==> src/rtl/serial_tx_lane_pkg.sv <==
// ----------------------------------------------------------------------------
// serial_lane_pkg
// Shared types and constants for the serial transmit lane.
//   tx_state_t : frame sequencer states (IDLE, START, DATA, PARITY, GAP)
//   START_BIT  : line level driven during the start bit
//   IDLE_BIT   : line level driven whenever no frame bit is on the wire
// ----------------------------------------------------------------------------
package serial_lane_pkg;

    typedef enum logic [2:0] {
        IDLE,
        START,
        DATA,
        PARITY,
        GAP
    } tx_state_t;

    localparam logic START_BIT = 1'b1;
    localparam logic IDLE_BIT  = 1'b0;

endpackage

==> src/rtl/serial_tx_lane_if.sv <==
// ----------------------------------------------------------------------------
// serial_tx_lane_if
// Valid/ready word handshake feeding the serial transmitter.
//   in_valid : producer offers a word
//   in_ready : transmitter can accept a word this cycle
//   in_data  : WIDTH-bit word to send
// Modports:
//   master : word producer (drives in_valid/in_data)
//   slave  : transmitter   (drives in_ready)
// ----------------------------------------------------------------------------
interface serial_tx_lane_if #(
    parameter int WIDTH = 8
);

    logic             in_valid;
    logic             in_ready;
    logic [WIDTH-1:0] in_data;

    modport master (
        output in_valid,
        output in_data,
        input  in_ready
    );

    modport slave (
        input  in_valid,
        input  in_data,
        output in_ready
    );

endinterface

==> src/rtl/serial_tx_lane_shift.sv <==
// ----------------------------------------------------------------------------
// tx_shift_reg
// Right-shifting parallel-load register with a running parity of the bits
// that have left through the LSB.
//   clk, rst_n : clock, asynchronous active-low reset
//   load       : capture d, clear parity
//   shift      : shift right (zero fill), fold outgoing LSB into parity
//   d          : parallel word
//   q_lsb      : current LSB (next bit to leave)
//   par        : XOR of every bit shifted out since the last load
// ----------------------------------------------------------------------------
module tx_shift_reg #(
    parameter int WIDTH = 8
) (
    input  logic             clk,
    input  logic             rst_n,
    input  logic             load,
    input  logic             shift,
    input  logic [WIDTH-1:0] d,
    output logic             q_lsb,
    output logic             par
);

    logic [WIDTH-1:0] data_q;
    logic             par_q;

    // Load wins over shift; parity is built up from the bits actually sent
    // rather than recomputed from the captured word.
    always_ff @(posedge clk or negedge rst_n) begin
        if (!rst_n) begin
            data_q <= '0;
            par_q  <= 1'b0;
        end else if (load) begin
            data_q <= d;
            par_q  <= 1'b0;
        end else if (shift) begin
            data_q <= {1'b0, data_q[WIDTH-1:1]};
            par_q  <= par_q ^ data_q[0];
        end
    end

    assign q_lsb = data_q[0];
    assign par   = par_q;

endmodule

==> src/rtl/serial_tx_lane.sv <==
// ----------------------------------------------------------------------------
// serial_tx_lane
// Parallel-to-serial transmitter. Accepts one word over a valid/ready
// handshake and sends: start bit, data LSB-first, parity bit, idle gap.
//   clk, rst_n  : clock, asynchronous active-low reset
//   bus         : word handshake (slave side: in_valid, in_ready, in_data)
//   tx_bit      : serial data
//   tx_en       : high while tx_bit carries a frame bit
//   busy        : high whenever the sequencer is not idle
//   frame_done  : one-cycle pulse in the cycle after the parity bit
// All outputs come straight from flops, so nothing on the handshake inputs
// reaches an output combinationally.
// ----------------------------------------------------------------------------
module serial_tx_lane
    import serial_lane_pkg::*;
#(
    parameter int WIDTH      = 8,
    parameter int GAP_CYCLES = 2,
    parameter int PARITY_ODD = 0
) (
    input  logic                   clk,
    input  logic                   rst_n,
    serial_tx_lane_if.slave        bus,
    output logic                   tx_bit,
    output logic                   tx_en,
    output logic                   busy,
    output logic                   frame_done
);

    localparam int BW = $clog2(WIDTH);
    localparam int GW = (GAP_CYCLES > 1) ? $clog2(GAP_CYCLES) : 1;
    localparam logic [BW-1:0] BIT_LAST = BW'(WIDTH - 1);
    localparam logic [GW-1:0] GAP_LAST = GW'((GAP_CYCLES > 0) ? GAP_CYCLES - 1 : 0);
    localparam logic          PAR_FLIP = (PARITY_ODD != 0);

    tx_state_t      state_q;
    logic [BW-1:0]  bit_cnt_q;
    logic [GW-1:0]  gap_cnt_q;
    logic           in_ready_q;
    logic           tx_bit_q;
    logic           tx_en_q;
    logic           busy_q;
    logic           frame_done_q;

    logic           load;
    logic           shift;
    logic           q_lsb;
    logic           par;

    // in_ready_q is only ever high in IDLE, so it alone qualifies acceptance.
    assign load  = bus.in_valid && in_ready_q;

    // The bit registered onto the line at each edge is shifted out at that
    // same edge: once leaving START (bit 0) and for every DATA cycle except
    // the last, which instead registers the finished parity.
    assign shift = (state_q == START) ||
                   ((state_q == DATA) && (bit_cnt_q != BIT_LAST));

    tx_shift_reg #(
        .WIDTH (WIDTH)
    ) u_shift (
        .clk   (clk),
        .rst_n (rst_n),
        .load  (load),
        .shift (shift),
        .d     (bus.in_data),
        .q_lsb (q_lsb),
        .par   (par)
    );

    // Frame sequencer. Outputs are registered alongside the state so that
    // each output reflects the state entered at the same edge.
    always_ff @(posedge clk or negedge rst_n) begin
        if (!rst_n) begin
            state_q      <= IDLE;
            bit_cnt_q    <= '0;
            gap_cnt_q    <= '0;
            in_ready_q   <= 1'b1;
            tx_bit_q     <= IDLE_BIT;
            tx_en_q      <= 1'b0;
            busy_q       <= 1'b0;
            frame_done_q <= 1'b0;
        end else begin
            frame_done_q <= 1'b0;
            case (state_q)
                IDLE: begin
                    if (load) begin
                        state_q    <= START;
                        in_ready_q <= 1'b0;
                        busy_q     <= 1'b1;
                        tx_en_q    <= 1'b1;
                        tx_bit_q   <= START_BIT;
                    end
                end
                START: begin
                    state_q   <= DATA;
                    bit_cnt_q <= '0;
                    tx_bit_q  <= q_lsb;
                end
                DATA: begin
                    if (bit_cnt_q == BIT_LAST) begin
                        state_q  <= PARITY;
                        tx_bit_q <= par ^ PAR_FLIP;
                    end else begin
                        bit_cnt_q <= bit_cnt_q + 1'b1;
                        tx_bit_q  <= q_lsb;
                    end
                end
                PARITY: begin
                    tx_en_q      <= 1'b0;
                    tx_bit_q     <= IDLE_BIT;
                    frame_done_q <= 1'b1;
                    gap_cnt_q    <= '0;
                    if (GAP_CYCLES > 0) begin
                        state_q <= GAP;
                    end else begin
                        state_q    <= IDLE;
                        in_ready_q <= 1'b1;
                        busy_q     <= 1'b0;
                    end
                end
                GAP: begin
                    if (gap_cnt_q == GAP_LAST) begin
                        state_q    <= IDLE;
                        in_ready_q <= 1'b1;
                        busy_q     <= 1'b0;
                    end else begin
                        gap_cnt_q <= gap_cnt_q + 1'b1;
                    end
                end
                default: begin
                    state_q    <= IDLE;
                    in_ready_q <= 1'b1;
                    busy_q     <= 1'b0;
                    tx_en_q    <= 1'b0;
                    tx_bit_q   <= IDLE_BIT;
                end
            endcase
        end
    end

    assign bus.in_ready = in_ready_q;
    assign tx_bit       = tx_bit_q;
    assign tx_en        = tx_en_q;
    assign busy         = busy_q;
    assign frame_done   = frame_done_q;

endmodule

==> src/flat_wrapper.sv <==
// flat-port wrapper written by rule: the top's interface ports become plain ports
module serial_tx_lane_flat import serial_lane_pkg::*;
#(
    parameter int WIDTH      = 8,
    parameter int GAP_CYCLES = 2,
    parameter int PARITY_ODD = 0
)
  (clk, rst_n, tx_bit, tx_en, busy, frame_done, bus_in_valid, bus_in_data, bus_in_ready);
  serial_tx_lane_if #(.WIDTH(WIDTH)) bus_i ();
  input  logic clk;
  input  logic rst_n;
  output logic tx_bit;
  output logic tx_en;
  output logic busy;
  output logic frame_done;
  input wire logic [$bits(bus_i.in_valid)-1:0] bus_in_valid;
  input wire logic [$bits(bus_i.in_data)-1:0] bus_in_data;
  output wire logic [$bits(bus_i.in_ready)-1:0] bus_in_ready;
  assign bus_i.in_valid = bus_in_valid;
  assign bus_i.in_data = bus_in_data;
  assign bus_in_ready = bus_i.in_ready;
  serial_tx_lane #(.WIDTH(WIDTH), .GAP_CYCLES(GAP_CYCLES), .PARITY_ODD(PARITY_ODD)) u_core (.clk(clk), .rst_n(rst_n), .bus(bus_i), .tx_bit(tx_bit), .tx_en(tx_en), .busy(busy), .frame_done(frame_done));
endmodule
==> config.mk <==
export PLATFORM = sky130hd
export DESIGN_NAME = serial_tx_lane_flat
export DESIGN_NICKNAME = d
export VERILOG_FILES = /design/src/rtl/serial_tx_lane_pkg.sv /design/src/rtl/serial_tx_lane_if.sv /design/src/rtl/serial_tx_lane_shift.sv /design/src/rtl/serial_tx_lane.sv /design/src/flat_wrapper.sv
export SDC_FILE = /design/constraint.sdc
export NUM_CORES = 1
export LEC_CHECK = 0
export CAP_MARGIN = 40
export CORE_MARGIN = 10
export CORE_UTILIZATION = 50
export DETAILED_ROUTE_END_ITERATION = 16
export GPL_TIMING_DRIVEN = 0
export PLACE_DENSITY = 0.79
export SYNTH_ARGS = -nofsm -noshare
export SYNTH_HDL_FRONTEND = slang
export SYNTH_HIERARCHICAL = 1
export SYNTH_SLANG_ARGS = --single-unit
==> constraint.sdc <==
create_clock -name clk -period 2 [get_ports clk]
set_input_delay 0.4 -clock clk [delete_from_list [all_inputs] [get_ports clk]]
set_output_delay 0.4 -clock clk [all_outputs]
set_load 0.1 [all_outputs]
# Word-level counts from Yosys, hierarchy flattened
# Index checks and enable logic that the tools add are counted.
# Widths: inputs -> output; s select.
[totals]
register_bits = 21
latchBits = 0
mem_bits_rw = 0
mem_bits_ro = 0
word_cells = 62
mem_count = 0
[classes]
add_sub_neg = 2
n_mul = 0
div = 0
magnitude_cmp = 0
eq_ne = 10
shift = 0
muxes = 22
n_bitwise = 4
n_reduce_logical = 14
[op_table]
columns = ["op", "n"]
rows = [
  ["$mux 8", 2],
  ["$pmux 3 s5", 1],
  ["$mux 3", 4],
  ["$mux 1", 9],
  ["$eq 3x2->1 const B", 2],
  ["$eq 3x3->1 const B", 2],
  ["$pmux 1 s3", 2],
  ["$pmux 3 s2", 1],
  ["$reduce_and 2->1", 3],
  ["$reduce_and 3->1", 2],
  ["$reduce_bool 2->1", 3],
  ["$reduce_or 3->1", 2],
  ["$ne 2x1->1 const B", 2],
  ["$ne 2x2->1 const B", 2],
  ["$pmux 1 s2", 2],
  ["$pmux 1 s4", 1],
  ["$add 3x1->3 const B", 1],
  ["$eq 3x1->1 const B", 1],
  ["$logic_not 3->1", 1],
  ["$ne 3x3->1 const B", 1],
  ["$not 1->1", 3],
  ["$logic_and 1x1->1", 2],
  ["$add 1x1->1 const B", 1],
  ["$logic_or 1x1->1", 1],
  ["$xor 1x1->1", 1],
]

# Logic depth before layout (Yosys ltp)
# Gate-level depths: netlist of run 1.
[depth]
depth_word = 5
ltp_mapped = 8

# By module
# The synthesis of run 1 kept the hierarchy.
[by_module_without_submodules]
columns = ["mod", "instances", "cells_per_inst", "area_each_um2"]
rows = [
  ["serial_tx_lane", 1, 60, 628.1],
  ["tx_shift_reg", 1, 38, 416.6],
]

# Worst setup path after synthesis of run 1
# OpenSTA, ideal clock, no wires.
[synth_timing]
path_type = "register -> register"
start = "reg u_core.bit_cnt_q[0]"
end = "reg u_core.u_shift.data_q[0]"
setup_time_ns = 0.128
arrival_ns = 1.556
required_ns = 1.872
path_slack_ns = 0.316
path_stages_with_launch = 9
n_path_buf = 1
synth_period_minus_slack_ns = 1.684
path_cell_list = "dfrtp_1 -> ha_1 -> ha_1 -> nor2b_1 -> nand2b_1 -> a21oi_1 -> buf_6 -> mux2i_1 -> o21ai_1"
[synth_via]
elab_chain_cells = 4
[synth_lines]
columns = ["item", "line_no", "text"]
rows = [
  ["from (decl)", "serial_tx_lane.sv:37", "logic [BW-1:0] bit_cnt_q;"],
  ["from (signal assigned)", "serial_tx_lane.sv:105", "bit_cnt_q <= bit_cnt_q + 1'b1;"],
  ["$ne 3x3->1", "serial_tx_lane.sv:57", "((state_q == DATA) && (bit_cnt_q != BIT_LAST));"],
  ["$logic_and 1x1->1", "serial_tx_lane.sv:57", ""],
  ["$logic_or 1x1->1", "serial_tx_lane.sv:56", "assign shift = (state_q == START) ||"],
  ["net u_core.shift", "serial_tx_lane.sv:46", "logic shift;"],
  ["$reduce_bool 2->1 (no source line)", "n/a", ""],
  ["to (signal assigned)", "serial_tx_lane_shift.sv:37", "data_q <= {1'b0, data_q[WIDTH-1:1]};"],
  ["to (decl)", "serial_tx_lane_shift.sv:24", "logic [WIDTH-1:0] data_q;"],
]
# The timed path passes the listed nets, and every way through them passes these cells.
# A chain may end at the register's enable or synchronous reset.

# Final worst setup path of run 1
[layout_timing]
start = "reg u_core.bit_cnt_q[0]"
end = "reg u_core.u_shift.data_q[5]"
# Same word-level chain as after synthesis.

==> impl_metrics.tcl, run 1 <==
set metrics [dict create \
    hold_violations 0 \
    core_sq_um 1982 \
    cp.required_ns 2.18 \
    finalSetupTns_ns 0 \
    fin_util_pct 68.37 \
    die_h_um 65.71 \
    synth_ff_type "dfrtp_1" \
    dp.cells 146 \
    post_synth_inst_count 98 \
    drt-pass1-iter-count 4 \
    async_flop_share_pct 100.0 \
    io_buffers 15 \
    leakage_nw 0.6096 \
    grt_pass1_vias 902 \
    r2r_slack_ns 0.14 \
    holdCritPathClass "primary input to asynchronous set/reset pin" \
    postCtsSetupBuffers 0 \
    post_drt_wl_per_cell_um 14.57 \
    drt_iter0_markers 41 \
    fin_cells 150 \
    route.detailed.drc 0 \
    synth_edf_count 0 \
    synth_common_cells "dfrtp_1 (20), nand2_1 (13), mux2i_1 (9)" \
    synth_top_area_share_pct 47.90 \
    viasPerCell 5.340 \
    clockBufferDepth 2 \
    rows 16 \
    routed_wl_mm 2.186 \
    drv_slew 0 \
    crit_end "u_core/u_shift/data_q[5]$_DFFE_PN0P_" \
    fin_crit_sh_pct 92.99 \
    clockRootBuffer "clkbuf_4" \
    overflow 0 \
    dp_worst_setup_slack_ns 0.1283 \
    n_antenna_cell 0 \
    synth_cell_types 29 \
    ant_nets 0 \
    yosys_warnings 6 \
    gp_congestion 0.7187 \
    track_usage_pct 11.40 \
    critPathCaptureType "flip-flop" \
    whs_ns 0.3817 \
    die_area_sq_um 4318 \
    maxSlewHeadroom_pct 73.13 \
    crit_buf_inv 1 \
    critPathLaunchType "flip-flop" \
    fin_area_sq_um 1355 \
    finalWorstSetupSlack_ns 0.1402 \
    crit_arrival_ns 2.04 \
    dp_hpwl_mm 1.670 \
    cts_sinks 21 \
    antenna_found_initial 0 \
    syn_area_sq_um 1045 \
    cts_tree "done" \
    die_w_um 65.71 \
    vias 801 \
    clock_skew_ns 0.003757 \
    r2r_end "u_core/u_shift/data_q[5]$_DFFE_PN0P_" \
    final_net_count 137 \
    setup_viol 0 \
    clk_latency_ns 0.30 \
    fmax_mhz 537.7 \
    clkTransAtPathRegs_ns 0.12 \
    power_mw 1.789 \
    yosys-top-cells-area "dfrtp_1 (48%), mux2i_1 (8.6%), nand2_1 (4.7%)" \
    status "finished clean" \
    yosysTopAreaCell "dfrtp_1" \
    grt_first_pass_wirelength_mm 4.036 \
    synth-seq-cells 21 \
    tightest_slew_ns 0.4018 \
    layout-drive-gt1-share_pct 19.51 \
    layout.filler_cells 146 \
    rr_worst_depth 8 \
    critPathKind "flip-flop to flip-flop" \
    final.min_clock_period_ns 1.860 \
    crit_path_start "u_core/bit_cnt_q[0]$_DFFE_PN0P_" \
    power_density_nw_per_um2 1320 \
    place_area_sq_um 1319 \
    cp_max_fo 5 \
    cts_made_buffers 3 \
    ir_drop_mv 0.7012 \
    crit_cells 8 \
    area_growth_pct 29.70 \
    syn-mean-instance-area_sq_um 10.66 \
    synth_nets 111 \
    synth.most_common_cell "dfrtp_1" \
    ioPinCount 16 \
    htree_num_levels 1 \
    ys_seq_area_share_pct 50.42 \
    cp_top_family "adder cells" \
    floorplan.initialDensity_pct 52.71 \
    critPathSlowestCell "dfrtp_1" \
    crit_top_cell "ha_1" \
    cpPeakStageDelay_ns 0.42 \
    grt_max_degree 15 \
    maxCapViolCount 0 \
    rr_startpoint "u_core/bit_cnt_q[0]$_DFFE_PN0P_" \
    crit_chain "ha_1 -> ha_1 -> nor2b_2 -> nand2b_1 -> a21oi_2 -> buf_6 -> mux2i_1 -> o21ai_1" \
    rsz0062_at_grt "no" \
]
[state kept, by name, indices dropped and copies added (netlist names)]
register / cells
u_core/u_shift/data_q: 8
u_core/bit_cnt_q: 3
u_core/state_q: 3
u_core/bus.in_ready: 1
u_core/busy: 1
u_core/frame_done: 1
u_core/gap_cnt_q: 1
u_core/tx_bit: 1
u_core/tx_en: 1
u_core/u_shift/par: 1
[how the worst min path moves through the flow]
| stage | startpoint | end | slack (ns) | cells past startpoint |
|---|---|---|---|---|
| final | rst_n | u_core/gap_cnt_q$_DFFE_PN0P_ | 0.38 | 1 |
| after global routing | rst_n | u_core/frame_done$_DFF_PN0_ | 0.39 | 1 |
| after CTS | rst_n | u_core/bit_cnt_q[1]$_DFFE_PN0P_ | 0.37 | 1 |
| after detailed placement | u_core/bus.in_ready$_DFFE_PN1P_ | u_core/bus.in_ready$_DFFE_PN1P_ | 0.49 | 2 |
| after global placement | u_core/bus.in_ready$_DFFE_PN1P_ | u_core/bus.in_ready$_DFFE_PN1P_ | 0.48 | 2 |
| after floorplan | rst_n | u_core/bit_cnt_q[0]$_DFFE_PN0P_ | 0.10 | 0 |
[cells in the final DEF, fill, tap and decap left out, types with 2 or more instances in the layout]
| cell type | netlist | layout |
|---|---|---|
| a21oi_1 | 7 | 6 |
| buf_6 | 2 | 2 |
| o21ai_1 | 7 | 7 |
| a21o_1 | 2 | 2 |
| buf_4 | 1 | 2 |
| clkbuf_4 | 0 | 3 |
| o21ai_0 | 4 | 4 |
| inv_1 | 3 | 3 |
| a22oi_1 | 2 | 2 |
| ha_1 | 2 | 2 |
| dfrtp_1 | 20 | 20 |
| o21bai_1 | 2 | 2 |
| o2bb2ai_1 | 3 | 3 |
| nor3_1 | 2 | 2 |
| buf_8 | 0 | 5 |
| nand2_1 | 13 | 13 |
| mux2i_1 | 9 | 9 |
| clkdlybuf4s50_1 | 0 | 14 |
| nand2b_1 | 5 | 5 |
| buf_2 | 2 | 2 |
[worst register-to-register path, stage by stage (launching register included)]
cell and delay (ns):
dfrtp_1 0.42, ha_1 0.22, ha_1 0.24, nor2b_2 0.14, nand2b_1 0.08, a21oi_2 0.20, buf_6 0.16, mux2i_1 0.21
o21ai_1 0.08
[layout make-up]
type | instances | area [sq um] | share of cell area, %
buffer | 5 | 40.04 | 2.955
multi-input combinational | 69 | 473.0 | 34.90
clock inverter | 1 | 5.005 | 0.3693
tap | 27 | 33.78 | 2.493
sequential | 21 | 526.8 | 38.87
clock buffer | 3 | 22.52 | 1.662
timing repair buffer | 21 | 242.7 | 17.91
inverter | 3 | 11.26 | 0.8310
[metal layers]
layer  track usage (%)  share of wire, %
met3             3.220               3.8
met5                 0                 0
met2             20.41                53
met1             12.43                42
met4             4.011               1.1
[report_power, final]
part / total [mW] / internal, mW / switching (mW)
Sequential: 0.648 / 0.556 / 0.0913
Clock: 0.199 / 0.0744 / 0.125
Combinational: 0.942 / 0.422 / 0.520
[logic make-up after synthesis]
kind of cell / share of synthesized area (%)
buffers and inverters: 4.910
adder cells (fa/ha/maj): 2.395
flip-flops: 50.42
AO/OA/AOI/OAI: 19.52
multiplexers: 9.701
AND/OR/NAND/NOR: 13.05
[repair_timing]
item	in CTS	in global routing
hold buffers	0	0
endpoints found under the setup margin	0	8
gates resized for setup	0	4
(Power assumes the default switching activity.)
==> run 2: changes to the inputs <==
--- a/config.mk
+++ b/config.mk
@@ -5,6 +5,7 @@
 export SDC_FILE = /design/constraint.sdc
 export NUM_CORES = 1
 export LEC_CHECK = 0
+export ABC_CLOCK_PERIOD_IN_PS = 2000
 export CAP_MARGIN = 40
 export CORE_MARGIN = 10
 export CORE_UTILIZATION = 50
==> results of run 2 <==
Same layout as run 1: the final DEF is identical, and so are final timing and power.
==> run 3: changes to the inputs <==
--- a/config.mk
+++ b/config.mk
@@ -9,6 +9,7 @@
 export CAP_MARGIN = 40
 export CORE_MARGIN = 10
 export CORE_UTILIZATION = 50
+export CTS_BUF_LIST = sky130_fd_sc_hd__clkbuf_2
 export DETAILED_ROUTE_END_ITERATION = 16
 export GPL_TIMING_DRIVEN = 0
 export PLACE_DENSITY = 0.79
==> impl_metrics.tcl, run 3 (synthesis results as in run 1) <==
set metrics [dict create \
    sw_frac_of_total_pct 41.60 \
    top_layer "met4" \
    route.detailed.drc 0 \
    final_cell_mix "dfrtp_1 (20), clkdlybuf4s50_1 (14), nand2_1 (13)" \
    power_mw 1.780 \
    final_common_cell "dfrtp_1" \
    p_seq_share_pct 36.3 \
    dr_wl_met3_um 73 \
    wl_met1_um 934 \
    place_area_sq_um 1319 \
    ir_drop_mv 0.6798 \
    drt-pass1-iter-count 4 \
    cts_tree "done" \
    critPathKind "flip-flop to flip-flop" \
    top_register "u_core/u_shift/data_q" \
    fin_area_sq_um 1363 \
    clkTransAtPathRegs_ns 0.19 \
    layout-drive-gt1-share_pct 20.80 \
    die_area_sq_um 4318 \
    final_net_count 139 \
    p_sw_uw 740.3 \
    floorplan.initialDensity_pct 52.71 \
    ant_nets 0 \
    wl_met2_mm 1.183 \
    cp_top_family "adder cells" \
    maxCapViolCount 0 \
    rows 16 \
    layout.filler_cells 147 \
    dp_hpwl_mm 1.670 \
    post_drt_wl_per_cell_um 14.50 \
    rr_startpoint "u_core/bit_cnt_q[0]$_DFFE_PN0P_" \
    cts_made_buffers 3 \
    cp.required_ns 2.21 \
    crit_path_start "u_core/bit_cnt_q[0]$_DFFE_PN0P_" \
    overflow 0 \
    clock_skew_ns 0.001331 \
    crit_top_cell "ha_1" \
    status "finished clean" \
    dp.cells 146 \
    top_regs "u_core/u_shift/data_q: 8 flops, u_core/bit_cnt_q: 3 flops, u_core/state_q: 3 flops" \
    hold_violations 0 \
    power_density_nw_per_um2 1306 \
    htree_num_levels 1 \
    grt_first_pass_wirelength_mm 4.036 \
    holdCritPathClass "primary input to asynchronous set/reset pin" \
    internal-power_mw 1.039 \
    cts_sinks 21 \
    critPathCaptureType "flip-flop" \
    clk_latency_ns 0.30 \
    die_w_um 65.71 \
    largest_reg_flops 8 \
    viasPerCell 5.316 \
    drv_slew 0 \
    core_sq_um 1982 \
    finalSetupTns_ns 0 \
    maxSlewHeadroom_pct 72.89 \
    antenna_found_initial 0 \
    die_h_um 65.71 \
    track_usage_pct 11.40 \
    clockBufferDepth 2 \
    grt_max_degree 15 \
    fin_cells 152 \
    grt_pass1_vias 913 \
    tightest_slew_ns 0.4054 \
    gp_congestion 0.7187 \
    cpPeakStageDelay_ns 0.44 \
    p_clk_share_pct 9.5 \
    combPwrFrac_pct 54.2 \
    area_growth_pct 30.42 \
    io_buffers 15 \
    fin_util_pct 68.75 \
    n_antenna_cell 0 \
    fmax_mhz 537.7 \
    crit_chain "ha_1 -> ha_1 -> nor2b_2 -> nand2b_1 -> a21oi_2 -> buf_6 -> mux2i_1 -> o21ai_1" \
    vias 808 \
    setup_viol 0 \
    ioPinCount 16 \
    cts_hold_buf 0 \
    rsz0062_at_grt "no" \
    crit_buf_inv 1 \
    fin_crit_sh_pct 93.00 \
    routed_wl_mm 2.204 \
    leakage_nw 0.6186 \
    crit_arrival_ns 2.07 \
    clockRootBuffer "clkbuf_2" \
    cp_max_fo 5 \
    critPathSlowestCell "dfrtp_1" \
    drt_iter0_markers 41 \
    final.min_clock_period_ns 1.860 \
    critPathLaunchType "flip-flop" \
]
run 3: stage by stage:
| stage | setup WS (ns) | hold slack (ns) |
|---|---|---|
| 5_1_grt | 0.01119 | 0.3320 |
| 3_3_place_gp | -0.05228 | 0.4806 |
| 2_1_floorplan | 0.3156 | 0.1044 |
| 3_5_place_dp | 0.1283 | 0.4861 |
| 4_1_cts | 0.07857 | 0.3277 |
| 6_report | 0.1401 | 0.3544 |
run 3: worst paths after layout:
check / endpoint / slack [ns] / cells past startpoint
max: u_core/u_shift/data_q[5]$_DFFE_PN0P_ / 0.14 / 8
min: u_core/gap_cnt_q$_DFFE_PN0P_ / 0.35 / 1
max reg2reg: u_core/u_shift/data_q[5]$_DFFE_PN0P_ / 0.14 / 8
min reg2reg: u_core/tx_bit$_DFFE_PN0P_ / 0.55 / 2
max in group asynchronous: u_core/bus.in_ready$_DFFE_PN1P_ / 1.14 / 2
min in group clk: u_core/tx_bit$_DFFE_PN0P_ / 0.55 / 2
run 3: area by class of cell:
class | instances | area (sq um) | share of cell area (%)
flip-flops and latches | 21 | 526.8 | 38.66
repair buffers | 23 | 257.7 | 18.92
well taps | 27 | 33.78 | 2.479
multi-input cells | 69 | 473.0 | 34.71
inverters | 3 | 11.26 | 0.8264
clock buffers | 3 | 15.01 | 1.102
plain buffers | 5 | 40.04 | 2.938
clock inverters | 1 | 5.005 | 0.3673
run 3: power by group through the flow:
stage          Combinational [mW]  Clock [mW]  Sequential, mW
2_1_floorplan               0.485           0           0.810
3_3_place_gp                0.803           0           0.647
3_5_place_dp                0.917           0           0.655
4_1_cts                     0.922       0.183           0.646
5_1_grt                      1.05       0.198           0.666
6_report                    0.965       0.169           0.646
run 3: layer usage:
layer	track usage (%)	up-vias
met2	20.53	10
met4	4.011	0
met1	12.33	396
li1	-	400
met5	0	-
met3	3.220	2
run 3: timing repair:
item	CTS	global route
gates resized for setup	1	3
endpoints found under the hold margin	0	0
pin swaps	0	0
buffers inserted	1	1
gates cloned	0	1
endpoints found under the setup margin	1	7
run 3: worst reg2reg max path, cell delays in order (launching register included):
cell      delay, ns
dfrtp_1        0.44
ha_1           0.22
ha_1           0.25
nor2b_2        0.14
nand2b_1       0.08
a21oi_2        0.20
buf_6          0.16
mux2i_1        0.20
o21ai_1        0.08
